**src/rtl/alu_arbiter.sv**
```systemverilog
// Two-requester front end for one shared 32-bit ALU: round-robin grant on ties,
// one operation in flight, registered result held until the owner consumes it.
//
//  state | meaning
//  IDLE  | waiting for a request; grant is combinational, accept latches operands
//  EXEC  | latched op/operands drive the ALU for one cycle; result captured at exit
//  RESP  | result presented to the granted requester until it takes it
module alu_arbiter #(
  parameter int FIRST_GRANT = 0
) (
  input  logic        clk,
  input  logic        rst,
  input  logic        req0Valid,
  input  logic        req1Valid,
  input  logic [3:0]  req0Op,
  input  logic [3:0]  req1Op,
  input  logic [31:0] req0Left,
  input  logic [31:0] req0Right,
  input  logic [31:0] req1Left,
  input  logic [31:0] req1Right,
  output logic        req0Ready,
  output logic        req1Ready,
  output logic        resp0Valid,
  output logic        resp1Valid,
  input  logic        resp0Ready,
  input  logic        resp1Ready,
  output logic [31:0] respResult,
  output logic        respZero,
  output logic [3:0]  aluOp,
  output logic [31:0] aluLeft,
  output logic [31:0] aluRight,
  input  logic [31:0] aluResult,
  input  logic        aluZero
);

  typedef enum logic [1:0] {
    IDLE = 2'd0,
    EXEC = 2'd1,
    RESP = 2'd2
  } state_t;

  localparam logic PTR_INIT = (FIRST_GRANT != 0);

  state_t state;
  state_t stateNext;
  logic   rrPtr;
  logic   grantId;
  logic   grant0;
  logic   grant1;
  logic   accept;
  logic   done;

  // A lone requester always wins; the pointer only breaks ties.
  assign grant0 = req0Valid && (!req1Valid || !rrPtr);
  assign grant1 = req1Valid && (!req0Valid || rrPtr);
  assign accept = (state == IDLE) && (grant0 || grant1);

  always_comb begin
    stateNext  = state;
    req0Ready  = 1'b0;
    req1Ready  = 1'b0;
    resp0Valid = 1'b0;
    resp1Valid = 1'b0;
    done       = 1'b0;
    case (state)
      IDLE: begin
        // Gate with rst so no handshake is advertised while reset is held.
        req0Ready = grant0 && !rst;
        req1Ready = grant1 && !rst;
        if (grant0 || grant1) stateNext = EXEC;
      end
      EXEC: stateNext = RESP;
      RESP: begin
        resp0Valid = !grantId;
        resp1Valid = grantId;
        if ((!grantId && resp0Ready) || (grantId && resp1Ready)) begin
          done      = 1'b1;
          stateNext = IDLE;
        end
      end
      default: stateNext = IDLE;
    endcase
  end

  always_ff @(posedge clk or posedge rst) begin
    if (rst) begin
      state      <= IDLE;
      rrPtr      <= PTR_INIT;
      grantId    <= 1'b0;
      aluOp      <= 4'd0;
      aluLeft    <= 32'd0;
      aluRight   <= 32'd0;
      respResult <= 32'd0;
      respZero   <= 1'b0;
    end else begin
      state <= stateNext;
      if (accept) begin
        grantId  <= grant1;
        aluOp    <= grant1 ? req1Op    : req0Op;
        aluLeft  <= grant1 ? req1Left  : req0Left;
        aluRight <= grant1 ? req1Right : req0Right;
      end
      if (state == EXEC) begin
        respResult <= aluResult;
        respZero   <= aluZero;
      end
      if (done) rrPtr <= !grantId;
    end
  end

endmodule

```
**config.mk**
```make
export PLATFORM = sky130hd
export DESIGN_NAME = alu_arbiter
export DESIGN_NICKNAME = d
export VERILOG_FILES = /design/src/rtl/alu_arbiter.sv
export SDC_FILE = /design/constraint.sdc
export NUM_CORES = 1
export LEC_CHECK = 0
export CORE_UTILIZATION = 39
export DETAILED_ROUTE_END_ITERATION = 10
export PLACE_DENSITY = 0.9
export SLEW_MARGIN = 20
export SYNTH_ARGS = -nofsm -noshare
export SYNTH_HDL_FRONTEND = slang
export SYNTH_SLANG_ARGS = --single-unit
```
**constraint.sdc**
```tcl
create_clock -name clk -period 6.4 [get_ports clk]
set_input_delay 1.6 -clock clk [delete_from_list [all_inputs] [get_ports clk]]
set_output_delay 1.6 -clock clk [all_outputs]
set_load 0.1 [all_outputs]
```
==> reports/results.ini <==
[global_route]
grtUsageMet1=0.285
grt_start_max_net_pins=72
first_pass_grt_wire_length_mm=26.3
grt_remaining_overflow=0
groute.layer.met2.usage=0.453
groute.layer.met3.usage=0.0759
grt.total_usage=0.256
first_global_vias=5181
grt-busiest-layer=met2
grt_antenna_before_repair=0

[timing]
drv_slew=0
setup_viol=0
setup_total_negative_slack_ns=0
worst-slew-pin-transition_ns=1.03
worst_setup_slack_after_layout_ns=1.86
clock-skew-final_ns=0.00783
timing.final.hold_violations=0
rsz_0062_raised_after_global_routing=false
post-route-period-util=0.709
maxSlewHeadroom=0.314
timing.final.crit_period_ns=4.54
worst_hold_slack_ns=0.506
fmaxAchievable_mhz=220

[worst_setup_path]
crit-reg2reg-launch=state[1]
timing.rr.end=aluLeft[14]
cp.arrival_ns=2.94
timing.critical_path.fanout_max=5
worst_ep_required_time_ns=4.80
setup_slack_on_the_worst_flop_to_flop_path_ns=4.35
reg2regPathDepth=4
worst_setup_path_end_kind=primary output
critical_path.startpoint_type=input pin
worst-setup-path-type=input pin to primary output

[die]
initial_core_util=0.407
fp.dieW_um=115
die_area_um2=13200
coreArea_um2=12200
die_h_um=115
io_pins=280
fp-row-count=40

[route]
route.final.wire_length_mm=16.9
wl_per_cell_um=18.6
total_via_count_after_detailed_routing=5047
vias_per_cell=5.55
drc=0
detailedRoute.firstIterationViolations=388
drt_pass1_iterations=4
ant_nets=0

[clock_network]
cts-root-to-sink-buffers=2
ctsHoldBuffers=0
post_cts.resized_instances=0
cts-root-buf=sky130_fd_sc_hd__clkbuf_16
worst_setup_hold_path_clk_slew_ns=0.07
post-cts-setup-buffer-count=0
cts-buffers-inserted=9
cts.sink_count=105
tritoncts=built
clock_insertion_delay_worst_skew_ns=0.34
count_of_h_tree_levels_built_during_cts=3

[synth]
synthesized_nets=667
synth.cell_area_um2=4970
ys.warnings.count=0
synth.lib_cells_used.distinct=24
most_area_consuming_cells_after_synthesis=sky130_fd_sc_hd__dfrtp_1 53%, sky130_fd_sc_hd__a31oi_1 8.7%, sky130_fd_sc_hd__mux2_2 7.5%
synthesis.instances=492
ys_seq_area_frac=0.529
synthesis.area_per_instance_um2=10.1
ys_ff_latch=105
synth_top_cell_by_area=sky130_fd_sc_hd__dfrtp_1
post-synth-top-area-fraction=0.529

[place]
place_worst_setup_slack_ns=1.86
portBuffers=279
post-dp-hpwl_mm=11.9
finalWeightedCongestion=0.813
placedCellCount=893

[status]
status=complete, no violations

[worst_hold_path]
worstHoldEndpoint=respResult[12]
worstHoldPathType=register to register
min_delay_path_depth=1
worstHoldStart=respResult[12]

[finish]
final_cell_count_no_fill=909
net_count_of_the_finished_layout=911
drive_above_1_share=0.121
area.growth.synth_to_final_pct=62.4
antenna_cells=0

[flow_run]
drv.max_cap_violation_count=0

cell usage in the layout, fill, tap and decap left out, types with 3 or more instances in the layout:
master,n
sky130_fd_sc_hd__a31oi_1,69
sky130_fd_sc_hd__inv_6,4
sky130_fd_sc_hd__buf_4,12
sky130_fd_sc_hd__mux2_2,33
sky130_fd_sc_hd__o21ai_0,65
sky130_fd_sc_hd__a21oi_1,49
sky130_fd_sc_hd__o21ai_1,7
sky130_fd_sc_hd__clkbuf_16,9
sky130_fd_sc_hd__nor2_1,3
sky130_fd_sc_hd__nand3_1,68
sky130_fd_sc_hd__a21oi_2,20
sky130_fd_sc_hd__clkdlybuf4s50_1,276
sky130_fd_sc_hd__dfrtp_1,105
routing by layer:
metal | routed length [um] | up-vias
met5 | 0 | -
met4 | 535 | 0
met3 | 1560 | 40
met2 | 8730 | 265
met1 | 6100 | 2425
li1 | - | 2317
logic make-up after synthesis:
logic type,after synthesis,synth area share
and+or+nand+nor,83,0.0872
AOI/OAI and AO/OA,211,0.246
muxes,33,0.0748
buffers and inverters,60,0.0632
DFF,105,0.529
Yosys cell counts (all sizes together):
library cell	number
or2	2
nand3	68
inv	4
and3	1
and2b	1
nand2	1
clkbuf	24
o31ai	1
buf	32
a21oi	69
nand2b	3
o21ai	72
and4	1
dfrtp	105
nor4	1
mux2	33
a31oi	69
nor2	5
critical path, cell delays in order:
cell                              delay, ns
sky130_fd_sc_hd__clkdlybuf4s50_1       0.49
sky130_fd_sc_hd__and2b_2               0.25
sky130_fd_sc_hd__nor4_2                0.25
sky130_fd_sc_hd__buf_4                 0.35
state kept, by name, summed over array words and instances, names as in the netlist:
name        flops
state           2
aluLeft        32
aluRight       32
respResult     32
respZero        1
aluOp           4
grantId         1
rrPtr           1
cell type report:
cell class | instances | area (um2)
inverter | 4 | 18.8
tap | 168 | 210
timing repair buffer | 289 | 2860
fill | 950 | 4150
multi-input combinational | 327 | 2040
clock inverter | 7 | 83.8
clock buffer | 9 | 225
sequential | 105 | 2630
worst max-delay path by stage:
stage	from	endpoint	slack [ns]	depth (start not counted)
after floorplan	rst	req0Ready	0.81	2
after global placement	req1Valid	req0Ready	1.94	5
after detailed placement	req0Valid	req1Ready	1.86	4
after CTS	req0Valid	req1Ready	1.86	4
after global routing	req0Valid	req1Ready	1.79	4
final	req0Valid	req1Ready	1.86	4
stage by stage:
step | cell area, um2 | utilization
final | 8060 | 0.660
after floorplan | 4980 | -
after CTS | 8060 | 0.660
after detailed placement | 7750 | 0.635
after global routing | 8060 | 0.660
after global placement | 7750 | 0.635
Power is left out: the tool's default activity adds up to more than one toggle a clock period on the data nets, which glitch-free logic cannot reach.
